File: src/rtl/toggle_handshake_receiver.sv
// toggle_handshake_receiver
// Receiving side of a two-phase (toggle) request/acknowledge handshake.
// Each phase change on req_toggle becomes one valid/ready transfer of
// req_data; ack_toggle flips back once the downstream consumer accepts it.
// Requests that arrive while a word is still pending are dropped and
// recorded in a sticky overrun flag plus a saturating event counter.
// Every output is driven straight from a flop; no input reaches an output
// combinationally.

module toggle_handshake_receiver #(
    parameter int   WORD_WIDTH      = 0,
    parameter logic REQ_RESET_VALUE = 1'b0,
    parameter int   COUNT_WIDTH     = 8,
    // Guards the port range against the unset default of WORD_WIDTH.
    localparam int  W               = (WORD_WIDTH < 1) ? 1 : WORD_WIDTH
) (
    input  logic                   clock,
    input  logic                   reset_n,
    input  logic                   clear,
    input  logic                   req_toggle,
    input  logic [W-1:0]           req_data,
    output logic                   ack_toggle,
    output logic                   out_valid,
    input  logic                   out_ready,
    output logic [W-1:0]           out_data,
    output logic                   overrun,
    output logic [COUNT_WIDTH-1:0] overrun_count
);

    typedef enum logic {
        S_IDLE = 1'b0,
        S_HOLD = 1'b1
    } state_t;

    localparam logic [COUNT_WIDTH-1:0] CNT_MAX = {COUNT_WIDTH{1'b1}};

    state_t                 r_state;
    logic                   r_req_seen;
    logic                   r_ack;
    logic                   r_overrun;
    logic [W-1:0]           r_data;
    logic [COUNT_WIDTH-1:0] r_count;
    logic                   w_event;

    // Saturating increment: the counter sticks at all-ones.
    function automatic logic [COUNT_WIDTH-1:0] sat_inc(input logic [COUNT_WIDTH-1:0] v);
        logic [COUNT_WIDTH-1:0] res;
        if (v == CNT_MAX) begin
            res = v;
        end else begin
            res = v + COUNT_WIDTH'(1);
        end
        return res;
    endfunction

    // A request is any difference between the sender phase and the last accepted phase.
    assign w_event = req_toggle ^ r_req_seen;

    // Handshake state machine: capture, hold under backpressure, acknowledge, and log overruns.
    always_ff @(posedge clock or negedge reset_n) begin
        if (!reset_n) begin
            r_state    <= S_IDLE;
            r_req_seen <= REQ_RESET_VALUE;
            r_ack      <= REQ_RESET_VALUE;
            r_overrun  <= 1'b0;
            r_data     <= '0;
            r_count    <= '0;
        end else if (clear) begin
            // Drop any pending word and resynchronise both phases to the sender,
            // so the sender sees its request acknowledged and no event follows.
            r_state    <= S_IDLE;
            r_req_seen <= req_toggle;
            r_ack      <= req_toggle;
            r_overrun  <= 1'b0;
            r_data     <= '0;
            r_count    <= '0;
        end else begin
            case (r_state)
                S_IDLE: begin
                    if (w_event) begin
                        r_data     <= req_data;
                        r_req_seen <= req_toggle;
                        r_state    <= S_HOLD;
                    end else begin
                        r_state    <= S_IDLE;
                    end
                end
                S_HOLD: begin
                    // Completion and a violating request may land on the same edge;
                    // both are applied independently.
                    if (out_ready) begin
                        r_ack   <= ~r_ack;
                        r_state <= S_IDLE;
                    end else begin
                        r_state <= S_HOLD;
                    end
                    if (w_event) begin
                        // The new request is dropped, not queued; out_data is kept.
                        r_req_seen <= req_toggle;
                        r_overrun  <= 1'b1;
                        r_count    <= sat_inc(r_count);
                    end else begin
                        r_req_seen <= r_req_seen;
                    end
                end
                default: begin
                    r_state <= S_IDLE;
                end
            endcase
        end
    end

    assign out_valid     = (r_state == S_HOLD);
    assign out_data      = r_data;
    assign ack_toggle    = r_ack;
    assign overrun       = r_overrun;
    assign overrun_count = r_count;

endmodule

File: config.mk
export PLATFORM = sky130hd
export DESIGN_NAME = toggle_handshake_receiver
export DESIGN_NICKNAME = d
export VERILOG_FILES = /design/src/rtl/toggle_handshake_receiver.sv
export SDC_FILE = /design/constraint.sdc
export NUM_CORES = 1
export LEC_CHECK = 0
export CAP_MARGIN = 20
export CORE_AREA = 3 3 40 42
export CTS_BUF_LIST = sky130_fd_sc_hd__clkbuf_8
export DETAILED_ROUTE_END_ITERATION = 8
export DIE_AREA = 0 0 43 45
export GPL_ROUTABILITY_DRIVEN = 0
export PLACE_DENSITY = 0.81
export SYNTH_ARGS = -nofsm -noshare
export SYNTH_HDL_FRONTEND = slang
export SYNTH_SLANG_ARGS = --single-unit
File: constraint.sdc
create_clock -name clock -period 3.7 [get_ports clock]
set_input_delay 0.74 -clock clock [delete_from_list [all_inputs] [get_ports clock]]
set_output_delay 0.74 -clock clock [all_outputs]
set_load 0.005 [all_outputs]
==> results.toml, run 1 <==
[place]
dpl.cell_count = 91
port_buffers = 17
hpwlAfterDp_um = 926
placed_area_um2 = 820
post-place-ws_ns = 1.19

[setup_path]
start_kind = "input pin"
crit_path_max_incr_delay_ns = 0.53
setup.worst_path.end_class = "flop"
critical_path_class = "input pin to flop"
crit_buf_inv = 1
critPathTopFamily = "buffers and inverters"
critPathMaxFanout = 8
timing.rr.end = "overrun_count[5]$_DFFE_PN0P_"
reg2reg_slack_ns = 2.03
cp_slowest_cell = "clkdlybuf4s50_1"
cp.arrival_ns = 2.42
required_ns = 3.86
worstSetupStartpoint = "req_toggle"
crit_end = "overrun_count[5]$_DFFE_PN0P_"
cp.depth = 5
crit_chain = "clkdlybuf4s50_1 > xor2_2 > o211ai_4 > or4_1 > a21oi_1"
r2r_start = "overrun_count[0]$_DFFE_PN0P_"
reg2reg_depth = 5

[drt]
routed_via_density = 5.65
routed_wl_mm = 1.24
wl_met2_um = 574
wl_met1_um = 543
via_count = 537
dr_wl_met3_um = 82
postRouteAntennaNets = 0
dr.pass1.iters = 4
drc = 0
wl_per_cell_um = 13.0
drt_iter0_markers = 2
top_layer = "met4"

[cts]
cts_resized = 0
post_cts_buffers = 0
cts_tree = "done"
path_clk_slew_ns = 0.05
cts_sinks = 13
clk_latency_ns = 0.24
htreeDepth = 1
clk_path_buf_depth = 2
postCtsHoldBufs = 0
clockRootBuffer = "clkbuf_8"
cts_buffers = 3

[timing]
finalSetupViolCount = 0
fin_crit_sh_pct = 60.9
slew_violations = 0
worst_slew_pin_slew_ns = 0.554
fmax_ghz = 0.444
fin_crit_ns = 2.25
fin_ws_ns = 1.45
hold_viol_final = 0
rsz0062_at_grt = "no"
fin_skew_ns = 0.00364
hold_ws_ns = 0.497
tns_ns = 0
relSlewSlack_pct = 63.0

[yosys]
syn_nets = 69
synth_area_um2 = 647
ys_seq_area_share_pct = 50.3
synth_cells = 62
ys_warn_count = 0
yosys_register_bits = 13
synth_cell_types = 22
synth_area_per_cell_um2 = 10.4

[flow_run]
cap_violations = 0

[global_route]
grt_overflow = 0
grt_pass1_wl_mm = 2.26
grt_antenna_before_repair = 0
track_usage_pct = 16.2
grt_max_degree = 14
grt_pass1_vias = 525

[power_and_ir_drop]
p_leak_nw = 0.370
vdd.ir_drop.worst_v = 0.000277
p_per_area_mw_per_mm2 = 366

[layout]
stdcell_count = 95
antennaDiodeCount = 0
final_nets = 88
most-common-layout-cells = "clkdlybuf4s50_1 (17), dfrtp_1 (13), nor2_1 (7), nand2_1 (5), a21oi_1 (5)"
final_common_cell = "clkdlybuf4s50_1"
area_growth_syn_to_layout_pct = 33.7
fin_area_um2 = 865
layout-drive-gt1-share_pct = 6.25

[floorplan]
dieArea_mm2 = 0.00194
core_area_mm2 = 0.00128
die_width_um = 43
die_y_um = 45
rows = 13
io_pins = 18
start_util_pct = 50.3

[hold_path]
hold_class = "flop to flop"

[run_status]
status = "completed"
[where the power goes]
group          internal (mW)  total (mW)  switching, mW
Clock                 0.0731       0.121         0.0477
Sequential             0.149       0.156        0.00763
Combinational         0.0224      0.0398         0.0175
[routing by layer]
metal	vias to the layer above	GRT usage (%)
met1	256	19.2
met2	17	24.3
li1	258	-
met3	6	9.16
met4	0	7.23
met5	-	0
[cells by family after synthesis]
logic type	count (synthesis)	share of synthesized area (%)
and+or+nand+nor	26	20.9
DFF	13	50.3
adders and majority gates	1	1.93
muxes	3	4.64
xor gates and xnor gates	4	6.58
AOI/OAI and AO/OA	12	13.2
buffers and inverters	3	2.52
[flip-flops by register name (all words and copies together), names as in the netlist]
name and count:
out_data 1, ack_toggle 1, r_req_seen 1, out_valid 1
overrun_count 8, overrun 1
[final cells by class]
cell class	instances	area, um2
flip-flops and latches	13	325
repair buffers	17	170
fillers	102	420
clock inverters	1	3.75
clock buffers	3	41.3
well taps	15	18.8
multi-input cells	46	305
[stage by stage]
stage,power [mW],utilization [%]
after detailed placement,0.199,63.8
after global routing,0.334,67.3
final,0.317,67.3
after floorplan,0.176,-
after CTS,0.321,67.3
after global placement,0.198,63.8
[cell usage after synthesis (all sizes together)]
cell type	n	area, um2
o31ai	2	15.0
o211ai	1	21.3
dfrtp	13	325
nand4	2	12.5
nand3	4	20.0
clkbuf	2	7.51
xor2	4	42.6
nand2	5	18.8
or4	2	15.0
o21ai	3	15.0
a21oi	5	25.0
or3	2	12.5
nor2	7	26.3
nor3b	1	7.51
o2111ai	1	8.76
and4	1	8.76
dlygate4sd1	1	8.76
or2b	1	7.51
ha	1	12.5
mux2i	3	30.0
nand2b	1	6.26
[worst min path at each step]
stage                              to                 from  cells after the start  slack, ns
2_1_floorplan  ack_toggle$_DFFE_PN0P_              reset_n                      0       0.44
3_3_place_gp      overrun$_DFFE_PN0P_  overrun$_DFFE_PN0P_                      2       0.49
3_5_place_dp      overrun$_DFFE_PN0P_  overrun$_DFFE_PN0P_                      2       0.50
4_1_cts           overrun$_DFFE_PN0P_  overrun$_DFFE_PN0P_                      2       0.51
5_1_grt           overrun$_DFFE_PN0P_  overrun$_DFFE_PN0P_                      2       0.56
6_report          overrun$_DFFE_PN0P_  overrun$_DFFE_PN0P_                      2       0.50
[tightest hold or removal path, delay by kind of cell, from the launching register on]
| kind | cells | cell delay, ns |
|---|---|---|
| AOI/OAI and AO/OA | 1 | 0.05 |
| and+or+nand+nor | 1 | 0.07 |
| DFF | 1 | 0.34 |
Note: power is estimated with default switching activity, not from simulation.
==> run 2: changes to the inputs <==
--- a/config.mk
+++ b/config.mk
@@ -6,12 +6,12 @@
 export NUM_CORES = 1
 export LEC_CHECK = 0
 export CAP_MARGIN = 20
-export CORE_AREA = 3 3 40 42
+export CORE_MARGIN = 3
+export CORE_UTILIZATION = 43
 export CTS_BUF_LIST = sky130_fd_sc_hd__clkbuf_8
 export DETAILED_ROUTE_END_ITERATION = 8
-export DIE_AREA = 0 0 43 45
 export GPL_ROUTABILITY_DRIVEN = 0
-export PLACE_DENSITY = 0.81
+export PLACE_DENSITY = 0.76
 export SYNTH_ARGS = -nofsm -noshare
 export SYNTH_HDL_FRONTEND = slang
 export SYNTH_SLANG_ARGS = --single-unit
==> constraint.sdc (replaced) <==
create_clock -name clock -period 1.8 [get_ports clock]
set_input_delay 0.36 -clock clock [delete_from_list [all_inputs] [get_ports clock]]
set_output_delay 0.36 -clock clock [all_outputs]
set_load 0.005 [all_outputs]
==> run 2 against run 1 <==
Against the previous run:
- combinational power up 140%
- via count up 2.6%
- core utilization down 0.28 points
- sequential share of layout area down 1.7 points
- final area up 4.6%
- clock-buffer cell count unchanged
- global-route usage up 0.62 points
- final cell count up 5.3%
- setup slack worse by 1.3 ns
- sequential power up 100%
- clock skew about the same
- routed wire length up 13%
- critical endpoint is now out_valid
- highest routed layer unchanged
==> results.toml, run 2 (synthesized netlist as in run 1, its figures left out) <==
[drt]
postRouteAntennaNets = 0
drc = 0
routed_via_density = 5.51
drt_iter0_markers = 14
routed_wl_mm = 1.39
dr.pass1.iters = 4
wl_per_cell_um = 13.9
via_count = 551

[layout]
final_common_cell = "clkdlybuf4s50_1"
most-common-layout-cells = "clkdlybuf4s50_1 (16), dfrtp_1 (13), nor2_1 (7)"
largest_reg_flops = 8
antennaDiodeCount = 0
area_growth_syn_to_layout_pct = 39.8
fin_util_pct = 67.0
stdcell_count = 100
final_nets = 93
layout-drive-gt1-share_pct = 11.8

[timing]
fmax_ghz = 0.600
fin_ws_ns = 0.133
fin_skew_ns = 0.00377
tns_ns = 0
fin_crit_ns = 1.67
hold_viol_final = 0
fin_crit_sh_pct = 92.6
hold_ws_ns = 0.350
rsz0062_at_grt = "no"
relSlewSlack_pct = 63.3
worst_slew_pin_slew_ns = 0.548
slew_violations = 0
finalSetupViolCount = 0

[setup_path]
critPathTopFamily = "buffers and inverters"
setup.worst_path.end_class = "output pin"
cp.depth = 1
critPathMaxFanout = 8
timing.rr.end = "overrun_count[7]$_DFFE_PN0P_"
crit_path_max_incr_delay_ns = 0.57
crit_chain = "clkdlybuf4s50_1"
critical_path_class = "flop to output pin"
required_ns = 1.44
reg2reg_slack_ns = 0.14
cp_slowest_cell = "clkdlybuf4s50_1"
reg2reg_depth = 5
cp.arrival_ns = 1.31
crit_buf_inv = 1
start_kind = "flop"
r2r_start = "overrun_count[1]$_DFFE_PN0P_"

[global_route]
grt_overflow = 0
grt_max_degree = 14
grt_pass1_wl_mm = 2.43
grt_pass1_vias = 560
grt_antenna_before_repair = 0
track_usage_pct = 16.8

[cts]
clockRootBuffer = "clkbuf_8"
clk_latency_ns = 0.24
clk_path_buf_depth = 2
cts_buffers = 3
post_cts_buffers = 0
postCtsHoldBufs = 0
htreeDepth = 1
cts_tree = "done"
path_clk_slew_ns = 0.05
cts_sinks = 13

[place]
port_buffers = 17
dpl.cell_count = 96
hpwlAfterDp_um = 982
post-place-ws_ns = -0.161

[floorplan]
die_y_um = 44.8
rows = 13
die_width_um = 44.8
core_area_mm2 = 0.00135
start_util_pct = 47.9
dieArea_mm2 = 0.00201
io_pins = 18

[power_and_ir_drop]
p_per_area_mw_per_mm2 = 733
p_leak_nw = 0.404
vdd.ir_drop.worst_v = 0.000485

[hold_path]
hold_class = "input pin to flop"
hold_start = "req_toggle"
hold_depth = 1
min_delay_worst_endpoint = "r_req_seen$_DFFE_PN0P_"

[run_status]
status = "completed"

[flow_run]
cap_violations = 0
run 2: cell types whose count changed in the layout (fill, tap and decap cells not counted), sizes merged:
| cell | before | now |
|---|---|---|
| buf | 0 | 5 |
| clkdlybuf4s50 | 17 | 16 |
| dlymetal6s2s | 0 | 1 |
run 2: worst max-delay path by stage:
| stage | startpoint | endpoint | slack (ns) |
|---|---|---|---|
| 5_1_grt | overrun_count[1]$_DFFE_PN0P_ | overrun_count[5]$_DFFE_PN0P_ | 0.03 |
| 2_1_floorplan | overrun_count[0]$_DFFE_PN0P_ | overrun_count[7]$_DFFE_PN0P_ | 0.23 |
| 3_3_place_gp | req_toggle | overrun_count[7]$_DFFE_PN0P_ | -0.14 |
| 4_1_cts | req_toggle | overrun_count[7]$_DFFE_PN0P_ | 0.05 |
| 6_report | out_valid$_DFF_PN0_ | out_valid | 0.13 |
| 3_5_place_dp | req_toggle | overrun_count[4]$_DFFE_PN0P_ | -0.16 |
run 2: metal layers:
layer | up-vias | global-route usage (%) | part of all wire, %
li1 | 269 | - | -
met1 | 265 | 22.8 | 47
met2 | 15 | 24.9 | 46
met3 | 2 | 3.98 | 4.9
met4 | 0 | 8.77 | 1.4
met5 | - | 0 | 0
run 2: cell type report:
cell class                      instances  area (um2)
Sequential cell                        13         325
Clock inverter                          1        3.75
Multi-Input combinational cell         46         305
Timing Repair Buffer                   22         210
Tap cell                               15        18.8
Clock buffer                            3        41.3
Fill cell                             120         445
run 2: what timing repair did:
action	in CTS	in global routing
setup endpoints to repair	0	3
hold endpoints to repair	0	0
gates resized for setup	0	1
run 2: through the flow:
stage	power (mW)	cell area [um2]
3_3_place_gp	0.417	857
4_1_cts	0.675	902
3_5_place_dp	0.419	857
5_1_grt	0.694	905
2_1_floorplan	0.362	647
6_report	0.664	905
run 2: power breakdown:
group	internal, mW	leakage (nW)	switching (mW)
Sequential	0.305	0.175	0.0127
Combinational	0.0535	0.202	0.0407
Clock	0.150	0.0269	0.101
Total	0.509	0.404	0.154
==> run 3: changes to the inputs <==
--- a/config.mk
+++ b/config.mk
@@ -9,6 +9,7 @@
 export CORE_MARGIN = 3
 export CORE_UTILIZATION = 43
 export CTS_BUF_LIST = sky130_fd_sc_hd__clkbuf_8
+export CTS_CLUSTER_SIZE = 30
 export DETAILED_ROUTE_END_ITERATION = 8
 export GPL_ROUTABILITY_DRIVEN = 0
 export PLACE_DENSITY = 0.76
==> results of run 3 <==
Final layout, timing and power as in run 2 (identical DEF).
